**src/rtl/gemm_ws_stream_if.sv**
```systemverilog
`default_nettype none
// ============================================================================
// Module   : gemm_ws_stream_if
// Purpose  : Bundles the weight-load, activation-in and result-out streams of
//            the weight-stationary GEMM engine.
// Signals  : wgt_valid/wgt_ready/wgt_row   - weight row beats (row k of W)
//            in_valid/in_ready/in_vec      - activation vectors a[0..N-1]
//            out_valid/out_ready/out_vec   - result vectors out[0..N-1]
//            weights_loaded                - active bank holds a full matrix
//            inflight                      - vectors accepted, not delivered
// Modports : master drives the streams (traffic source / sink),
//            slave is the engine.
// Revision : 1.0 - initial release
// ============================================================================
interface gemm_ws_stream_if #(
    parameter int SA_SIZE   = 4,
    parameter int ACT_WIDTH = 8,
    parameter int WGT_WIDTH = 8,
    parameter int ACC_WIDTH = 32
);
    localparam int c_cnt_w = $clog2(2*SA_SIZE+1);

    logic                           wgt_valid;
    logic                           wgt_ready;
    logic [SA_SIZE*WGT_WIDTH-1:0]   wgt_row;
    logic                           in_valid;
    logic                           in_ready;
    logic [SA_SIZE*ACT_WIDTH-1:0]   in_vec;
    logic                           out_valid;
    logic                           out_ready;
    logic [SA_SIZE*ACC_WIDTH-1:0]   out_vec;
    logic                           weights_loaded;
    logic [c_cnt_w-1:0]             inflight;

    modport master (
        output wgt_valid, wgt_row, in_valid, in_vec, out_ready,
        input  wgt_ready, in_ready, out_valid, out_vec, weights_loaded, inflight
    );

    modport slave (
        input  wgt_valid, wgt_row, in_valid, in_vec, out_ready,
        output wgt_ready, in_ready, out_valid, out_vec, weights_loaded, inflight
    );
endinterface
`default_nettype wire

```
**src/rtl/gemm_ws_stream.sv**
```systemverilog
`default_nettype none
// ============================================================================
// Module   : gemm_ws_stream
// Purpose  : Weight-stationary streaming matrix-vector engine.
//            out[i] = sum_j a[j] * W[j][i]  (mod 2^ACC_WIDTH).
//            Weights are double-buffered: rows stream into a shadow bank and
//            are swapped into the active bank only when the pipeline is empty.
// Ports    : clk            - rising-edge clock
//            resetn         - synchronous active-low reset
//            bus (slave)    - weight / activation / result streams and status
// Revision : 1.0 - initial release
// ============================================================================
module gemm_ws_stream #(
    parameter int SA_SIZE   = 4,
    parameter int ACT_WIDTH = 8,
    parameter int WGT_WIDTH = 8,
    parameter int ACC_WIDTH = 32,
    parameter int SIGNED    = 0
) (
    input  logic                clk,
    input  logic                resetn,
    gemm_ws_stream_if.slave     bus
);
    localparam int c_depth = 2*SA_SIZE;
    localparam int c_cnt_w = $clog2(2*SA_SIZE+1);
    localparam int c_row_w = $clog2(SA_SIZE);

    typedef logic [ACC_WIDTH-1:0] acc_t;

    // Extend both operands to the accumulator width, then multiply; the
    // truncated product is exact modulo 2^ACC_WIDTH for either signedness.
    function automatic acc_t mul(input logic [ACT_WIDTH-1:0] a,
                                 input logic [WGT_WIDTH-1:0] w);
        acc_t ax;
        acc_t wx;
        if (SIGNED != 0) begin
            ax = {{(ACC_WIDTH-ACT_WIDTH){a[ACT_WIDTH-1]}}, a};
            wx = {{(ACC_WIDTH-WGT_WIDTH){w[WGT_WIDTH-1]}}, w};
        end else begin
            ax = {{(ACC_WIDTH-ACT_WIDTH){1'b0}}, a};
            wx = {{(ACC_WIDTH-WGT_WIDTH){1'b0}}, w};
        end
        return ax * wx;
    endfunction

    logic [WGT_WIDTH-1:0]   shadow_q [SA_SIZE][SA_SIZE];
    logic [WGT_WIDTH-1:0]   active_q [SA_SIZE][SA_SIZE];
    logic [c_row_w-1:0]     row_q;
    logic                   shadow_full_q;
    logic                   weights_loaded_q;
    logic [c_cnt_w-1:0]     inflight_q;
    logic [c_depth-1:0]     vld_q;
    // Activation vector travelling alongside the compute stages; stage s only
    // consumes element s, which gives activation row j its j-cycle skew.
    logic [ACT_WIDTH-1:0]   act_q  [SA_SIZE-1][SA_SIZE];
    acc_t                   psum_q [c_depth][SA_SIZE];
    acc_t                   psum_d [c_depth][SA_SIZE];

    logic [ACT_WIDTH-1:0]   w_in_act  [SA_SIZE];
    logic [WGT_WIDTH-1:0]   w_wgt_row [SA_SIZE];
    logic                   w_stall;
    logic                   w_en;
    logic                   w_swap_pending;
    logic                   w_swap;
    logic                   w_in_ready;
    logic                   w_accept;
    logic                   w_deliver;
    logic                   w_wgt_accept;

    always_comb begin
        for (int j = 0; j < SA_SIZE; j++) begin
            w_in_act[j]  = bus.in_vec[j*ACT_WIDTH +: ACT_WIDTH];
            w_wgt_row[j] = bus.wgt_row[j*WGT_WIDTH +: WGT_WIDTH];
        end
        w_stall        = vld_q[c_depth-1] && !bus.out_ready;
        w_en           = !w_stall;
        w_swap_pending = shadow_full_q && (inflight_q != '0);
        w_swap         = shadow_full_q && (inflight_q == '0);
        // Holding input while a full shadow bank waits guarantees that every
        // vector in the pipe was computed with one matrix only.
        w_in_ready     = weights_loaded_q && !w_swap_pending && !w_stall && !shadow_full_q;
        w_accept       = bus.in_valid && w_in_ready;
        w_deliver      = vld_q[c_depth-1] && bus.out_ready;
        w_wgt_accept   = bus.wgt_valid && !shadow_full_q;
    end

    // Stage 0 applies row 0, stage s applies row s to the running sum; the
    // remaining SA_SIZE stages re-align results so all lanes leave together.
    always_comb begin
        for (int i = 0; i < SA_SIZE; i++) begin
            psum_d[0][i] = mul(w_in_act[0], active_q[0][i]);
        end
        for (int s = 1; s < SA_SIZE; s++) begin
            for (int i = 0; i < SA_SIZE; i++) begin
                psum_d[s][i] = psum_q[s-1][i] + mul(act_q[s-1][s], active_q[s][i]);
            end
        end
        for (int s = SA_SIZE; s < c_depth; s++) begin
            for (int i = 0; i < SA_SIZE; i++) begin
                psum_d[s][i] = psum_q[s-1][i];
            end
        end
    end

    always_ff @(posedge clk) begin
        if (!resetn) begin
            vld_q            <= '0;
            row_q            <= '0;
            shadow_full_q    <= 1'b0;
            weights_loaded_q <= 1'b0;
            inflight_q       <= '0;
            for (int s = 0; s < c_depth; s++) begin
                for (int i = 0; i < SA_SIZE; i++) begin
                    psum_q[s][i] <= '0;
                end
            end
            for (int s = 0; s < SA_SIZE-1; s++) begin
                for (int j = 0; j < SA_SIZE; j++) begin
                    act_q[s][j] <= '0;
                end
            end
            for (int k = 0; k < SA_SIZE; k++) begin
                for (int i = 0; i < SA_SIZE; i++) begin
                    shadow_q[k][i] <= '0;
                    active_q[k][i] <= '0;
                end
            end
        end else begin
            if (w_en) begin
                vld_q    <= {vld_q[c_depth-2:0], w_accept};
                psum_q   <= psum_d;
                act_q[0] <= w_in_act;
                for (int s = 1; s < SA_SIZE-1; s++) begin
                    act_q[s] <= act_q[s-1];
                end
            end

            // Beat acceptance needs !shadow_full and swap needs shadow_full,
            // so the two branches never fire together.
            if (w_wgt_accept) begin
                shadow_q[row_q] <= w_wgt_row;
                if (row_q == c_row_w'(SA_SIZE-1)) begin
                    row_q         <= '0;
                    shadow_full_q <= 1'b1;
                end else begin
                    row_q <= row_q + c_row_w'(1);
                end
            end
            if (w_swap) begin
                active_q         <= shadow_q;
                shadow_full_q    <= 1'b0;
                weights_loaded_q <= 1'b1;
            end

            case ({w_accept, w_deliver})
                2'b10:   inflight_q <= inflight_q + c_cnt_w'(1);
                2'b01:   inflight_q <= inflight_q - c_cnt_w'(1);
                default: inflight_q <= inflight_q;
            endcase
        end
    end

    always_comb begin
        bus.out_vec = '0;
        for (int i = 0; i < SA_SIZE; i++) begin
            bus.out_vec[i*ACC_WIDTH +: ACC_WIDTH] = psum_q[c_depth-1][i];
        end
    end

    assign bus.wgt_ready      = !shadow_full_q;
    assign bus.in_ready       = w_in_ready;
    assign bus.out_valid      = vld_q[c_depth-1];
    assign bus.weights_loaded = weights_loaded_q;
    assign bus.inflight       = inflight_q;

endmodule
`default_nettype wire

```
**src/flat_wrapper.sv**
```systemverilog
// flat-port wrapper written by rule: the top's interface ports become plain ports
module gemm_ws_stream_flat 
#(
    parameter int SA_SIZE   = 4,
    parameter int ACT_WIDTH = 8,
    parameter int WGT_WIDTH = 8,
    parameter int ACC_WIDTH = 32,
    parameter int SIGNED    = 0
)
  (clk, resetn, bus_wgt_valid, bus_wgt_row, bus_in_valid, bus_in_vec, bus_out_ready, bus_wgt_ready, bus_in_ready, bus_out_valid, bus_out_vec, bus_weights_loaded, bus_inflight);
  gemm_ws_stream_if #(.SA_SIZE(SA_SIZE), .ACT_WIDTH(ACT_WIDTH), .WGT_WIDTH(WGT_WIDTH), .ACC_WIDTH(ACC_WIDTH)) bus_i ();
  input  logic clk;
  input  logic resetn;
  input wire logic [$bits(bus_i.wgt_valid)-1:0] bus_wgt_valid;
  input wire logic [$bits(bus_i.wgt_row)-1:0] bus_wgt_row;
  input wire logic [$bits(bus_i.in_valid)-1:0] bus_in_valid;
  input wire logic [$bits(bus_i.in_vec)-1:0] bus_in_vec;
  input wire logic [$bits(bus_i.out_ready)-1:0] bus_out_ready;
  output wire logic [$bits(bus_i.wgt_ready)-1:0] bus_wgt_ready;
  output wire logic [$bits(bus_i.in_ready)-1:0] bus_in_ready;
  output wire logic [$bits(bus_i.out_valid)-1:0] bus_out_valid;
  output wire logic [$bits(bus_i.out_vec)-1:0] bus_out_vec;
  output wire logic [$bits(bus_i.weights_loaded)-1:0] bus_weights_loaded;
  output wire logic [$bits(bus_i.inflight)-1:0] bus_inflight;
  assign bus_i.wgt_valid = bus_wgt_valid;
  assign bus_i.wgt_row = bus_wgt_row;
  assign bus_i.in_valid = bus_in_valid;
  assign bus_i.in_vec = bus_in_vec;
  assign bus_i.out_ready = bus_out_ready;
  assign bus_wgt_ready = bus_i.wgt_ready;
  assign bus_in_ready = bus_i.in_ready;
  assign bus_out_valid = bus_i.out_valid;
  assign bus_out_vec = bus_i.out_vec;
  assign bus_weights_loaded = bus_i.weights_loaded;
  assign bus_inflight = bus_i.inflight;
  gemm_ws_stream #(.SA_SIZE(SA_SIZE), .ACT_WIDTH(ACT_WIDTH), .WGT_WIDTH(WGT_WIDTH), .ACC_WIDTH(ACC_WIDTH), .SIGNED(SIGNED)) u_core (.clk(clk), .resetn(resetn), .bus(bus_i));
endmodule
```
**config.mk**
```make
export PLATFORM = sky130hd
export DESIGN_NAME = gemm_ws_stream_flat
export DESIGN_NICKNAME = d
export VERILOG_FILES = /design/src/rtl/gemm_ws_stream_if.sv /design/src/rtl/gemm_ws_stream.sv /design/src/flat_wrapper.sv
export SDC_FILE = /design/constraint.sdc
export NUM_CORES = 2
export LEC_CHECK = 0
export BUFFER_PORTS_ARGS = -buffer_cell sky130_fd_sc_hd__buf_4
export CORE_AREA = 5 5 363 365
export CTS_CLUSTER_DIAMETER = 100
export DETAILED_ROUTE_END_ITERATION = 10
export DIE_AREA = 0 0 368 370
export PLACE_DENSITY = 0.78
export SLEW_MARGIN = 5
export SYNTH_ARGS = -nofsm -noshare
export SYNTH_HDL_FRONTEND = slang
export SYNTH_SLANG_ARGS = --single-unit
export TNS_END_PERCENT = 100
```
**constraint.sdc**
```tcl
create_clock -name clk -period 5.3 [get_ports clk]
set_input_delay 1.06 -clock clk [delete_from_list [all_inputs] [get_ports clk]]
set_output_delay 1.06 -clock clk [all_outputs]
set_load 0.02 [all_outputs]
```
After elaboration in Yosys (flattened, before gate mapping). Memory sizes are Yosys's and may differ from the RTL's. Index checks and enable logic that the tools add are counted. W data, S select, Z words.

Register bits after elaboration: 1296. Bits in writable memories: 96. Input bits: 69. Memories: 1. Word-level logic and storage cells: 142. Output and inout bits: 136.

$add $sub $neg: 15. Multiply operators: 16. Reduce and logical (&&, ||, !) cells: 19. Bitwise operators: 5. Equal/unequal tests: 3. Magnitude comparators: 2. Multiplexer cells: 12.

Memory list: u_core.act_q (words 3, width 32, read ports 3, clocked after Yosys merged registers in 0, write ports 3, line gemm_ws_stream.sv:55) `logic [ACT_WIDTH-1:0] act_q [SA_SIZE-1][SA_SIZE];`.

Operators with widths (number): $add A32 B32 Y32 (12); $mul A8 B8 Y16 (16); $bwmux W128 (1); $mux W32 (4); $demux W32 S2 (1); $logic_and A1 B1 Y1 (10); $pmux W4 S2 (1); $add A4 B1 Y4 const B (1); $eq A2 B2 Y1 const B (2); $logic_not A1 Y1 (4); $logic_not A4 Y1 (1); $mux W1 (4); $reduce_bool A4 Y1 (1); $sub A4 B1 Y4 const B (1); $ge A3 B3 Y1 const B (1); $lt A3 B1 Y1 const B (1); $not A2 Y3 (1); $or A1 B1 Y1 (3); $add A2 B1 Y2 const B (1); $eq A2 B1 Y1 const B (1); $mux W2 (1); $reduce_and A2 Y1 (1); $reduce_bool A2 Y1 (1); $reduce_or A2 Y1 (1); $not A1 Y1 (1).

Longest topological paths before layout.
Depth in word-level cells: 9. Mapped depth: 26. Depth with buffers taken out: 25.

Worst setup path before layout. No wires, ideal clock.

Path type: register to register. Start: memory u_core.act_q[0][21] in the netlist's numbering. End: register u_core.psum_q[783] in the netlist's numbering. Cell stages (with the launch flop): 24. Path buffers: 1. Period minus slack after synthesis: 5612 ps. Data required time: 5183 ps. Setup slack: -312 ps. Library setup time: 117 ps. Data arrival time: 5495 ps. Cell sequence: edfxtp_1 > clkbuf_1 > and2_1 > fa_1 > inv_1 > fa_1 > inv_1 > fa_1 > inv_1 > fa_1 > inv_1 > ha_1 > a2111o_1 > a31o_2 > a21oi_1 > xnor2_1 > ha_1 > a21o_1 > a21oi_1 > o21ai_0 > nand2_1 > a41oi_1 > or3_1 > a32o_1.

RTL lines: start, declared (line gemm_ws_stream.sv:55); end signal, assigned (line gemm_ws_stream.sv:131) `psum_q <= psum_d;`; end, declared (line gemm_ws_stream.sv:56) `acc_t psum_q [c_depth][SA_SIZE];`.

==> metrics <==
status=finished with violations; violated checks=negative setup slack; dpl cell area=80850 um^2; CTS tree=done; Worst Hold Class=flip-flop to flip-flop; most common cell after layout, fill and taps aside=nand2_1; global route total overflow=0; final net count=11040; total leakage power=42.17 nW; Worst path most repeated cell=fa_1; post-synthesis compound-gate area fraction=13.46%; Arr. time, crit path=6.51 ns; Worst setup SP type=flip-flop; Critical Path RT=5.99 ns; Max Cap Viol=0; Mapped Avg Cell Area=8.227 um^2; initial antenna violation count=8; via count=65400; ratio of cells with drive above 1 in the final layout=19.78%; DR iter-0 viols=5331; IO Port Bufs=152; FMAX=171.9 MHz; multi-input logic area=53840 um^2; Worst-path clk slew=0.06 ns; first-pass GRT wire length=344.6 mm; final setup fails=72; Total Wirelength=228.0 mm; relative slew slack=16.18%; clk_lat worst skew=0.77 ns; I/O Pins=205; Die Y=370 um; cell area after layout=90160 um^2; # rows=132; Remaining DRCs=0; Peak VDD IR=277.2 uV; routed length per instance=20.05 um; GRT Util Overall=31.47%; Initial Utilization=57.53%; mapped cell area=73920 um^2; Slew Limit Fails=0; Die Width=368 um; post-synthesis mux area share=0.1642%; slew of the pin with the lowest slew margin=1.257 ns; worst-path cell chain=buf_6, buf_4, and2_1, fa_1, fa_1, fa_1, inv_1, fa_1, inv_1, ha_4, nor3_1, nor2_2, nand2_2, xnor2_2, ha_4, a21o_1, a221oi_4, nor2_4, a311oi_4, buf_4, xnor2_1, nand2_1, a21oi_2; clock sinks=904; power density cells=166.7 nW/um^2; via/cell ratio=5.752; largest net degree at the start of global routing=223; number of synthesized flops with an enable pin=48; Die Footprint=136200 um^2; Top FF cell, synth=dfxtp_1; post-route insts no fill=11370; Post-synth ARST share=0%; Placed Cells=11040; synthesized flop and latch total=904; Area growth, synth to finish=21.97%; crit path capture type=flip-flop; post-synthesis cell count=8985; largest family of logic cells by synthesized area=adder cells; GPL Wtd Cong=0.9333; Final ANT Viol Nets=0; Simple-Gate Fraction of Synth Area=20.63%; number of global-route vias before repair=64680; post-route setup slack=-0.5179 ns; Post-Synth XOR/XNOR Area=3.235%; final hold vios=0; Post-DP HPWL=161.3 mm; minimum clock period=5.818 ns; Crit path largest cell delay=0.61 ns; commonest non-fill, non-tap cells in the layout=nand2_1 (1807), buf_4 (887), inv_1 (874); period utilization=109.8%; synth warn=0; CTS H-tree lvls=3; clock skew=0.06079 ns; iteration count of the initial detailed-routing pass=6; register area=18580 um^2; core area=128500 um^2; post-synthesis adder-cell area fraction=29.14%; Num CTS Buffers=98; RSZ-0062 raised after global routing=yes; Synth cell types=84; sequential fraction of the synthesis area=25.13%; CP Class=flip-flop to flip-flop; slowest library cell on the worst path=fa_1; total power=15.03 mW; Max FO, Critical Path=9; clock buffer depth=3; FILL cells=9492; # hold bufs at CTS=0; CTS root buf=clkbuf_16
-- logic make-up (layout without fill, tap and decap cells) --
kind of cell	after synthesis	count (layout)
AND/OR/NAND/NOR	3269	3269
AO/OA/AOI/OAI	1665	1665
buffers and inverters	1493	2146
adder cells (fa/ha/maj)	1368	1368
flip-flops	904	904
XOR/XNOR	273	273
multiplexers	12	12
other	1	58
-- flip-flops by register name (all words and copies together), names as in the netlist, 4 cells and up --
signal               count
u_core.active_q        128
u_core.shadow_q        128
u_core.bus.inflight      4
u_core.psum_q          204
u_core.act_q            48
u_core.bus.out_vec      76
u_core.vld_q             8
u_core.psum_d          304
-- cell type report --
| class | count | share of cell area [%] |
|---|---|---|
| Tap cell | 1675 | 2.325 |
| Inverter | 934 | 3.908 |
| Sequential cell | 904 | 20.61 |
| Antenna cell | 6 | 0.01665 |
| Clock buffer | 127 | 3.109 |
| Clock inverter | 56 | 0.7924 |
| Timing Repair Buffer | 1029 | 9.524 |
| Multi-Input combinational cell | 6639 | 59.72 |
-- power by group --
group	switching, mW	internal (mW)	total [mW]
Combinational	0.507	0.209	0.716
Clock	3.22	4.16	7.38
Sequential	0.0348	6.90	6.94
Total	3.76	11.3	15.0
-- through the flow --
| stage | TNS (ns) | setup WS, ns | hold WS, ns | utilization, % |
|---|---|---|---|---|
| 6_report | -16.17 | -0.5179 | 0.4162 | 70.17 |
| 2_1_floorplan | -0.2696 | -0.1339 | 0.4154 | - |
| 5_1_grt | -31.28 | -0.7251 | 0.4289 | 70.16 |
| 4_1_cts | -8.927 | -0.3501 | 0.4036 | 68.15 |
| 3_3_place_gp | -10.93 | -0.3348 | 0.4284 | 62.92 |
| 3_5_place_dp | -17.28 | -0.4277 | 0.4338 | 62.92 |
-- path summary, 6_finish.rpt --
path	slack, ns	from	cells past startpoint	end
worst max-delay path	-0.52	u_core.act_q[0][70]$_SDFFCE_PN0P_	23	u_core.psum_d[493]$_SDFFE_PN0N_
worst min-delay path	0.42	u_core.psum_d[138]$_SDFFE_PN0N_	2	u_core.psum_d[10]$_SDFFE_PN0N_
worst max register to register	-0.52	u_core.act_q[0][70]$_SDFFCE_PN0P_	23	u_core.psum_d[493]$_SDFFE_PN0N_
worst min register to register	0.42	u_core.psum_d[138]$_SDFFE_PN0N_	2	u_core.psum_d[10]$_SDFFE_PN0N_
-- Yosys cell counts, types with 14 or more instances --
master / n / area (um^2)
a21oi_1: 946 / 4735
nand2_1: 1834 / 6884
nand4_1: 35 / 219.0
clkbuf_1: 407 / 1528
o21a_1: 47 / 352.8
o211ai_1: 46 / 345.3
nand3_1: 79 / 395.4
nand2b_1: 24 / 150.1
nor4_1: 17 / 106.4
or2_2: 15 / 93.84
inv_1: 933 / 3502
a211o_1: 15 / 131.4
fa_1: 589 / 11790
edfxtp_1: 48 / 1441
a31oi_1: 30 / 187.7
xnor2_1: 173 / 1515
or3_1: 42 / 262.8
buf_1: 23 / 86.33
nor4b_1: 15 / 131.4
o21ai_0: 170 / 850.8
nor2_1: 220 / 825.8
dfxtp_1: 856 / 17140
a2111oi_0: 21 / 183.9
xor2_1: 100 / 875.8
o21bai_1: 54 / 405.4
o22ai_1: 14 / 87.58
nor2b_1: 16 / 100.1
and2_1: 766 / 4792
nor3_1: 77 / 385.4
and3_1: 83 / 519.3
ha_1: 779 / 9747
a21o_1: 108 / 810.8
buf_4: 128 / 960.9
a211oi_1: 63 / 473.0
o31ai_1: 21 / 157.7
-- worst max-delay path: cells and delay by family (launching register included) --
| kind | cells | cell delay, ns |
|---|---|---|
| flops | 1 | 0.37 |
| buf+inv | 5 | 0.61 |
| xor+xnor | 2 | 0.33 |
| fa+ha+maj | 6 | 2.72 |
| compound gates | 4 | 0.99 |
| simple gates | 6 | 0.72 |
-- what timing repair did --
action / 4_1_cts / 5_1_grt
setup buffers: 97 / 61
pin swaps: 371 / 382
resized for setup: 536 / 448
cloned: 3 / 3
setup endpoints to repair: 89 / 102
-- routing by layer --
metal  vias to the layer above  part of all wire, %  wire length (um)  track usage, %
li1                      30410                    -                 -               -
met1                     31840                   38             85940           37.79
met2                      2385                   48            110300           54.06
met3                       765                  7.2             16380           5.146
met4                         4                  6.7             15320           17.31
met5                         -                0.012                27               0
(Power assumes the default switching activity.)
